**src/rtl/freq_metre_multi.sv**
```systemverilog
// rtl/freq_metre_multi.sv - multi-channel frequency / period meter
// Counts rising edges of one selected asynchronous input over a gate, or times the gap between two edges.
module freq_metre_multi #(
    parameter int NB_CH          = 4,
    parameter int W              = 22,
    parameter int GATE_CYCLES    = 50000000,
    parameter int TIMEOUT_CYCLES = 100000000,
    localparam int CW            = (NB_CH > 1) ? $clog2(NB_CH) : 1
) (
    input  logic             ClkRef,
    input  logic             Rst_n,
    input  logic [NB_CH-1:0] SigIn,
    input  logic [CW-1:0]    ChSel,
    input  logic             Mode,
    input  logic             Continu,
    input  logic             Start,
    output logic             Busy,
    output logic             Valid,
    output logic [W-1:0]     Mesure,
    output logic [CW-1:0]    ChOut,
    output logic             Overflow,
    output logic             Timeout
);

    localparam int GW = $clog2(GATE_CYCLES + 1);
    localparam int TW = $clog2(TIMEOUT_CYCLES + 1);
    localparam logic [W-1:0]  CNT_MAX  = {W{1'b1}};
    localparam logic [GW-1:0] GATE_END = GW'(GATE_CYCLES);
    localparam logic [TW-1:0] TO_LAST  = TW'(TIMEOUT_CYCLES - 1);

    typedef enum logic [1:0] {
        IDLE = 2'd0,
        ARM  = 2'd1,
        MEAS = 2'd2,
        DONE = 2'd3
    } state_t;

    state_t r_state, w_state_next;

    logic [NB_CH-1:0] r_sync1, r_sync2, r_hist;
    logic [NB_CH-1:0] w_edge;
    logic             w_ch_edge;

    logic [CW-1:0] r_ch;
    logic          r_mode;
    logic [W-1:0]  r_cnt;
    logic          r_ovf;
    logic [GW-1:0] r_gate;
    logic [TW-1:0] r_to;
    logic          r_tflag;

    logic          r_valid;
    logic [W-1:0]  r_mesure;
    logic [CW-1:0] r_chout;
    logic          r_ovf_o;
    logic          r_to_o;

    logic w_load, w_restart, w_arm_hit, w_cnt_inc, w_set_to, w_gate_run, w_to_run;

    assign w_edge    = r_sync2 & ~r_hist;
    assign w_ch_edge = w_edge[r_ch];

    always_comb begin
        w_state_next = r_state;
        w_load       = 1'b0;
        w_restart    = 1'b0;
        w_arm_hit    = 1'b0;
        w_cnt_inc    = 1'b0;
        w_set_to     = 1'b0;
        w_gate_run   = 1'b0;
        w_to_run     = 1'b0;
        case (r_state)
            IDLE: begin
                if (Start) begin
                    w_load       = 1'b1;
                    w_state_next = Mode ? ARM : MEAS;
                end
            end
            ARM: begin
                w_to_run = 1'b1;
                if (w_ch_edge) begin
                    w_arm_hit    = 1'b1;
                    w_state_next = MEAS;
                end else if (r_to == TO_LAST) begin
                    w_set_to     = 1'b1;
                    w_state_next = DONE;
                end
            end
            MEAS: begin
                if (!r_mode) begin
                    // r_gate==0 is the setup cycle; gate cycles are r_gate 1..GATE_CYCLES,
                    // the last one still counting its edge.
                    w_gate_run = 1'b1;
                    w_cnt_inc  = w_ch_edge && (r_gate != '0);
                    if (r_gate == GATE_END) begin
                        w_state_next = DONE;
                    end
                end else begin
                    w_to_run  = 1'b1;
                    w_cnt_inc = 1'b1;
                    if (w_ch_edge) begin
                        w_state_next = DONE;
                    end else if (r_to == TO_LAST) begin
                        w_set_to     = 1'b1;
                        w_state_next = DONE;
                    end
                end
            end
            DONE: begin
                if (Continu) begin
                    w_restart    = 1'b1;
                    w_state_next = r_mode ? ARM : MEAS;
                end else begin
                    w_state_next = IDLE;
                end
            end
            default: w_state_next = IDLE;
        endcase
    end

    always_ff @(posedge ClkRef) begin
        if (!Rst_n) begin
            r_state  <= IDLE;
            r_sync1  <= '0;
            r_sync2  <= '0;
            r_hist   <= '0;
            r_ch     <= '0;
            r_mode   <= 1'b0;
            r_cnt    <= '0;
            r_ovf    <= 1'b0;
            r_gate   <= '0;
            r_to     <= '0;
            r_tflag  <= 1'b0;
            r_valid  <= 1'b0;
            r_mesure <= '0;
            r_chout  <= '0;
            r_ovf_o  <= 1'b0;
            r_to_o   <= 1'b0;
        end else begin
            r_sync1 <= SigIn;
            r_sync2 <= r_sync1;
            r_hist  <= r_sync2;
            r_state <= w_state_next;
            r_valid <= (r_state == DONE);

            if (w_load) begin
                r_ch   <= ChSel;
                r_mode <= Mode;
            end

            if (w_load || w_restart) begin
                r_cnt   <= '0;
                r_ovf   <= 1'b0;
                r_gate  <= '0;
                r_to    <= '0;
                r_tflag <= 1'b0;
            end else if (w_arm_hit) begin
                r_cnt <= '0;
                r_to  <= '0;
            end else begin
                if (w_gate_run) begin
                    r_gate <= r_gate + GW'(1);
                end
                if (w_to_run) begin
                    r_to <= r_to + TW'(1);
                end
                if (w_cnt_inc) begin
                    if (r_cnt == CNT_MAX) begin
                        r_ovf <= 1'b1;
                    end else begin
                        r_cnt <= r_cnt + W'(1);
                    end
                end
                if (w_set_to) begin
                    r_tflag <= 1'b1;
                end
            end

            if (r_state == DONE) begin
                r_mesure <= r_tflag ? '0 : r_cnt;
                r_chout  <= r_ch;
                r_ovf_o  <= r_ovf & ~r_tflag;
                r_to_o   <= r_tflag;
            end
        end
    end

    assign Busy     = (r_state != IDLE);
    assign Valid    = r_valid;
    assign Mesure   = r_mesure;
    assign ChOut    = r_chout;
    assign Overflow = r_ovf_o;
    assign Timeout  = r_to_o;

endmodule

```
**config.mk**
```make
export PLATFORM = sky130hd
export DESIGN_NAME = freq_metre_multi
export DESIGN_NICKNAME = d
export VERILOG_FILES = /design/src/rtl/freq_metre_multi.sv
export SDC_FILE = /design/constraint.sdc
export NUM_CORES = 1
export LEC_CHECK = 0
export CAP_MARGIN = 0
export CELL_PAD_IN_SITES_DETAIL_PLACEMENT = 2
export CELL_PAD_IN_SITES_GLOBAL_PLACEMENT = 2
export CORE_ASPECT_RATIO = 0.9
export CORE_UTILIZATION = 36
export DETAILED_ROUTE_END_ITERATION = 8
export PLACE_DENSITY = 0.83
export SKIP_LAST_GASP = 1
export SYNTH_ARGS = -nofsm -noshare
export SYNTH_HDL_FRONTEND = slang
export SYNTH_SLANG_ARGS = --single-unit
```
**constraint.sdc**
```tcl
create_clock -name ClkRef -period 4.6 [get_ports ClkRef]
set_input_delay 0.92 -clock ClkRef [delete_from_list [all_inputs] [get_ports ClkRef]]
set_output_delay 0.92 -clock ClkRef [all_outputs]
set_load 0.02 [all_outputs]
```
* Word-level counts from Yosys, hierarchy flattened
Index checks and enable logic that the tools add are counted.
** Cells by class
- $lt $le $gt $ge :: 1
- Mux-type cells :: 29
- Equal/unequal tests :: 8
- Bitwise gates (word level) :: 7
- Divide/modulo/power cells :: 0
- Add/sub/neg operators :: 3
- Reductions and logical operators :: 12
- $mul :: 0
- Shifts and indexed selects :: 0
** Operators by type and width (number)
- $add 27x1->27 const B :: 1
- $eq 27x27->1 const B :: 1
- $add 26x1->26 const B :: 1
- $eq 26x26->1 const B :: 1
- $reduce_bool 26->1 :: 1
- $add 22x1->22 const B :: 1
- $eq 22x22->1 const B :: 1
- $mux 22 :: 1
- $mux 2 :: 9
- $mux 1 :: 15
- $pmux 2 s4 :: 1
- $reduce_and 2->1 :: 4
- $and 4x4->4 :: 1
- $eq 2x2->1 const B :: 2
- $not 1->1 :: 4
- $not 4->4 :: 1
- $pmux 1 s2 :: 2
- $lt 2x3->1 const B :: 1
- $ne 3x3->1 const B :: 1
- $reduce_and 3->1 :: 1
- $reduce_or 3->1 :: 1
- $bmux 1 s2 :: 1
- $eq 2x1->1 const B :: 1
- $logic_not 2->1 :: 1
- 6 further kinds :: 6
** Word-level totals
- Memory bits (writable) :: 0
- Flip-flop bits (word level) :: 121
- Logic and storage cells :: 76
- Latch bits :: 0
- Bits in read-only memories :: 0
- Memories :: 0
- Output and inout bits :: 28

* Depth between registers and ports, before layout
Gate-level depths: netlist of the first run.
- Depth after elaboration :: 8
- Depth in mapped cells :: 10
- Gate-level depth less buffers :: 8

* Worst setup path before layout of the first run
No wires, ideal clock.
- Kind :: input -> register
- Start :: input Start
- End :: register r_cnt[2]
- Arrival :: 2.131 ns
- Setup slack :: 2.409 ns
- Cell stages on the path :: 6
- Setup time :: 0.059 ns
- Buffers on the path :: 1
- Cells stage by stage :: nand2_1 > nand3_1 > or2_2 > clkbuf_1 > or4_1 > nand2_1
** On the way
- Longest elaborated chain between the ends :: 4
** Ends and longest elaborated chain
- start, declared :: line 16 : input logic Start,
- $mux 1 :: line 74 : if (Start) begin
- $mux 1 :: line 72 : case (r_state)
- $logic_or 1x1->1 :: line 151 : if (w_load || w_restart) begin
- $reduce_or 3->1 (no source line)
- end signal, assigned :: line 171 : r_cnt <= r_cnt + W'(1);
- end, declared :: line 46 : logic [W-1:0] r_cnt;
No other way between the ends.
A chain may end at the register's enable or synchronous reset.

* Worst setup path in the final report of the first run
- Start :: input Continu
- End :: register r_cnt[10]
** On the way
- Longest elaborated chain between the ends :: 4
** Ends and longest elaborated chain
- start, declared :: line 15 : input logic Continu,
- $mux 1 :: line 110 : if (Continu) begin
- $mux 1 :: line 72
- $logic_or 1x1->1 :: line 151
- $reduce_or 3->1 (no source line)
No other way between the ends.

==> flow_summary.ini, run 1 <==
[place]
dpl_cell_area_um2 = 5930
place_hpwl_um = 10700
portBuffers = 38
place_congestion = 0.757

[timing]
tns_ps = 0
max_freq_ghz = 0.328
tightest_slew_ps = 1000
final-setup-viol-count = 0
rsz0062_at_grt = false
period_share_pct = 66.3
drv_slew = 0
hold_viol_final = 0
fin_worst_skew_ps = 9.24
post-route-min-period_ps = 3050
slew_headroom_pct = 33.1

[synth]
synth_compound_area_share_pct = 10.3
syn_area_um2 = 5380
synth_flop_cell = dfxtp_1
synth-seq-area-share_pct = 45.1
synth.most_common_cell = dfxtp_1
yosys.area_share.simple_pct = 30.7
synth.area.top_cells = dfxtp_1 45%, nor2b_1 5.4%, nor2_1 4.7%
synth_top_family_by_area = simple AND/OR/NAND/NOR gates
synth_common_cells = 121 x dfxtp_1, 68 x nor2_1, 46 x a21oi_1, 46 x nor2b_1, 41 x nand2_1
synthAdderAreaFrac_pct = 2.33
yosys.area.top_type_share_pct = 45.1
synthXorXnorAreaFrac_pct = 7.49
ys_warn_count = 0
async_flop_share_pct = 0
syn_inst = 625
synth-seq-cells = 121
synth_mux_area_share_pct = 1.16
synth_fp_nets = 646
synth_cell_type_count = 46
yosys.area.top_type = dfxtp_1
postSynthAreaPerCell_um2 = 8.60
synth_edf_count = 0

[global_route]
grt_max_degree = 49
track_usage_pct = 23.2
grt_overflow = 0
grt_pass1_vias = 5274
grt_pass1_wl_um = 27500
antenna_found_initial = 0

[floorplan]
io_pins = 39
initial_core_util_pct = 37.6
die_w_um = 131
core_area_um2 = 14300
dieArea_um2 = 15400
die_y_um = 118
num_rows = 41

[cts]
clk_pin_slew_ps = 50
clk_latency_ps = 420
ctsHoldBuffers = 0
cts_buffers = 17
clock_sinks = 121
max-clock-path-buffers = 2
clock-root-buffer = clkbuf_16
tritoncts = done
cts-resized-gates = 0
cts.htree.levels = 4
postCtsSetupBuffers = 0

[layout]
fin_nets = 683
area_delta_synth_final_pct = 21.9
drive_gt1_share_pct = 5.78
antenna_cells = 0
final_area_um2 = 6560

[setup_path]
cp-start-kind = primary input
criticalPathCategory = in -> reg
crit_arrival_ps = 3410
crit_path_end_kind = register
cp.required_ps = 4960
cpMaxStageDelayCell = or2_2
critPathMaxStageDelay_ps = 690
cp_num_buf_inv = 2
cpLargestDelayFamily = simple AND/OR/NAND/NOR gates
worstPathMaxFanout = 48
path_cells = clkdlybuf4s50_1 -> nand2_1 -> nand3_1 -> buf_4 -> or2_2 -> or4_1 -> nand2_1
critPathMostFrequentCell = nand2_1
r2r_cells = 8
critical_path_depth = 7

[drt]
drt_iter0_markers = 185
post-route-drc-count = 0
vias = 4744
wirelength_um = 16500
dr.pass1.iters = 4
wl_per_cell_um = 19.0
vias_per_cell = 5.47
ant_nets = 0

[pwr]
p_per_area_nw_per_um2 = 428
p_leak_nw = 2.22
vdd_drop_max_mv = 0.267

[worst_hold_path]
whs_path_depth = 1
hold_class = reg -> reg

[outcome]
outcome = completed

[run]
drv_cap = 0
per-stage QoR:
stage	hold slack, ps	util [%]	instances	total power, mW	worst slack (ps)
after floorplan	412	-	625	1.31	2410
after global placement	421	41.5	836	1.39	1250
after detailed placement	425	41.5	836	1.41	1150
after CTS	439	45.7	868	2.83	1480
after global routing	449	45.8	868	2.90	1410
final	438	45.8	868	2.80	1550
final timing paths:
check | from | slack, ps | endpoint
hold reg to reg | r_sync1[2] | 440 | r_sync2[2]
setup reg to reg | r_state[0] | 1560 | r_to[26]
hold / removal | r_sync1[2] | 440 | r_sync2[2]
setup / recovery | Continu | 1550 | r_cnt[10]
placed cells by master (no fill, tap or decap), types with 6 or more instances in the layout:
| cell type | n |
|---|---|
| buf_4 | 6 |
| nand3_1 | 38 |
| nor2b_1 | 46 |
| clkdlybuf4s50_1 | 38 |
| or4_1 | 11 |
| xnor2_1 | 25 |
| nor4_1 | 9 |
| or3_1 | 17 |
| and3_1 | 14 |
| ha_1 | 10 |
| clkbuf_16 | 17 |
| dfxtp_1 | 121 |
| nand2b_1 | 7 |
| inv_1 | 13 |
| and2_1 | 16 |
| o31ai_1 | 7 |
| nor3_1 | 15 |
| nand2_1 | 41 |
| nand4_1 | 17 |
| xor2_1 | 21 |
| o21ai_0 | 18 |
| a21oi_1 | 46 |
| nor2_1 | 68 |
state kept, by name, summed over array words and instances, names as in the netlist:
register,cells
r_sync2,4
r_mode,1
r_ch,2
r_gate,26
Timeout,1
r_ovf,1
Mesure,22
Valid,1
r_hist,4
ChOut,2
r_to,27
r_sync1,4
r_state,2
Overflow,1
r_tflag,1
r_cnt,22
routing by layer:
layer,up-vias,GRT usage (%),share of wire (%)
li1,2248,-,-
met5,-,0,0
met2,57,40.5,52
met3,19,5.09,2.3
met4,0,8.98,1.4
met1,2420,27.2,44
logic make-up (layout without fill, tap and decap cells):
| group | after synthesis | in the layout |
|---|---|---|
| xor+xnor | 46 | 46 |
| buf+inv | 39 | 89 |
| mux | 5 | 5 |
| fa+ha+maj | 10 | 10 |
| simple gates | 312 | 312 |
| flops | 121 | 121 |
| compound gates | 92 | 92 |
area by class of cell:
class,instances,area (µm²)
fill,1543,7760
inverter,13,48.8
sequential,121,2420
multi-input combinational,465,2810
timing repair buffer,44,425
clock inverter,9,145
clock buffer,23,468
tap,193,241
report_power, final:
part | internal (mW) | switching (mW) | total, mW
Combinational | 0.0952 | 0.209 | 0.304
Clock | 0.929 | 0.476 | 1.41
Sequential | 1.07 | 0.0250 | 1.09
Power figures use the tool's default switching activity.
==> inputs of run 2 (changes only) <==
Clock period 4.6 ns to 3.2 ns, I/O delays scaled along.
==> run 2 against run 1 <==
  * Register-to-register slack lost 1100 ps
  * Core utilization is essentially flat
  * Via count shrank 2.1%
  * Global-route usage shrank 1.1 points
  * Combinational power grew 41%
  * Sequential power grew 44%
  * Largest cell class unchanged
==> flow_summary.ini, run 2 (synthesis gave the netlist of run 1 again) <==
[drt]
drt_iter0_markers = 197
wl_per_cell_um = 18.1
dr.pass1.iters = 4
wirelength_um = 15800
vias_per_cell = 5.33
post-route-drc-count = 0
vias = 4645
ant_nets = 0

[timing]
slew_headroom_pct = 37.6
period_share_pct = 86.4
final-setup-viol-count = 0
drv_slew = 0
fin_worst_skew_ps = 6.33
max_freq_ghz = 0.362
rsz0062_at_grt = false
tns_ps = 0
hold_viol_final = 0
tightest_slew_ps = 923
post-route-min-period_ps = 2760

[setup_path]
crit_path_end_kind = register
critPathMostFrequentCell = nand3_1
crit_arrival_ps = 3060
criticalPathCategory = reg -> reg
cpMaxStageDelayCell = nor3_1
r2r-end = r_to[25]
r2r_slack_ps = 440
cp-start-kind = register
path_cells = inv_1 -> ha_1 -> a21o_1 -> nand3_1 -> nor3_1 -> nand3_1 -> xor2_1 -> nor2_1
critPathMaxStageDelay_ps = 690
worstPathMaxFanout = 7
cp-startpoint = r_state[0]
r2r_start = r_state[0]
cp.required_ps = 3490
r2r_cells = 8

[global_route]
grt_pass1_wl_um = 26200
track_usage_pct = 22.1
grt_max_degree = 48
grt_overflow = 0
grt_pass1_vias = 5195
antenna_found_initial = 0

[worst_hold_path]
whs_path_depth = 1
hp-start = r_sync1[2]
hold_path_end = r_sync2[2]
hold_class = reg -> reg

[layout]
nFillCells = 1550
area_delta_synth_final_pct = 21.9
instances_no_fill = 871
ff_latch_area_um2 = 2420
top_regs = r_to x27, r_gate x26
drive_gt1_share_pct = 6.64
largest_reg_flops = 27
largest_register = r_to
antenna_cells = 0
mostFrequentLayoutCell = dfxtp_1
fin_nets = 686
layout_common_cells = 121 x dfxtp_1, 68 x nor2_1, 46 x a21oi_1, 46 x nor2b_1, 41 x nand2_1
multi_input_area_um2 = 2800

[place]
place_hpwl_um = 10100
placed_cells = 839
place_congestion = 0.830
portBuffers = 38

[cts]
postCtsSetupBuffers = 0
clk_latency_ps = 420
clk_pin_slew_ps = 60
cts.htree.levels = 4
clock-root-buffer = clkbuf_16
ctsHoldBuffers = 0
cts-resized-gates = 0
tritoncts = done
max-clock-path-buffers = 2
clock_sinks = 121
cts_buffers = 17

[floorplan]
num_rows = 41
dieArea_um2 = 15400
die_y_um = 118
initial_core_util_pct = 37.6
core_area_um2 = 14300
die_w_um = 131
io_pins = 39

[pwr]
p_per_area_nw_per_um2 = 605
p_leak_nw = 2.22
finalPower_mw = 3.96
vdd_drop_max_mv = 0.381

[run]
drv_cap = 0

[outcome]
outcome = completed
-- run 2: cell types whose count changed in the layout (fill, tap and decap cells not counted), sizes merged --
| cell | delta |
|---|---|
| clkbuf | -4 |
| buf | +3 |
| clkinv | +3 |
| clkinvlp | +2 |
| bufinv | -1 |
-- run 2: report_power, final --
group	total, mW	leakage (nW)	internal (mW)	switching, mW
logic	0.428	0.955	0.138	0.290
registers	1.57	0.977	1.54	0.0359
clock network	1.96	0.292	1.24	0.723
total	3.96	2.22	2.91	1.05
-- run 2: critical path, delay by kind of cell (launching register included) --
family | cells | cell delay [ps]
AND/OR/NAND/NOR | 4 | 1320
flip-flops | 1 | 360
adder cells (fa/ha/maj) | 1 | 270
XOR/XNOR | 1 | 220
AO/OA/AOI/OAI | 1 | 300
buffers and inverters | 1 | 150
-- run 2: cell type report --
cell class	instances	area share (%)
multi-input cells	465	42.7
clock buffers	19	6.76
clock inverters	13	2.33
repair buffers	47	6.84
well taps	193	3.69
inverters	13	0.745
flip-flops and latches	121	37.0
-- run 2: how the worst max path moves through the flow --
stage | slack, ps | cells past startpoint | end
after floorplan | 1130 | 8 | r_to[24]
after global placement | 610 | 6 | r_cnt[10]
after detailed placement | 560 | 6 | r_cnt[10]
after CTS | 380 | 8 | r_to[25]
after global routing | 190 | 8 | r_to[25]
final | 440 | 8 | r_to[25]
-- run 2: metal layers --
layer | global-route usage (%) | up-vias | part of all wire (%)
met1 | 25.0 | 2312 | 43
li1 | - | 2261 | -
met3 | 4.59 | 23 | 2.1
met4 | 9.63 | 0 | 2.2
met5 | 0 | - | 0
met2 | 39.2 | 49 | 52
-- run 2: stage by stage --
stage                     hold WS (ps)  area, µm²  utilization (%)  worst slack, ps
after floorplan                    412       5380                -             1130
after detailed placement           422       5960             41.6              560
final                              433       6550             45.8              436
after global placement             417       5960             41.6              612
after global routing               461       6550             45.8              192
after CTS                          435       6550             45.8              384
==> inputs of run 3 (changes only) <==
Settings changed: SLEW_MARGIN from default to 20.
==> results of run 3 <==
Final layout, timing and power as in run 2 (identical DEF).
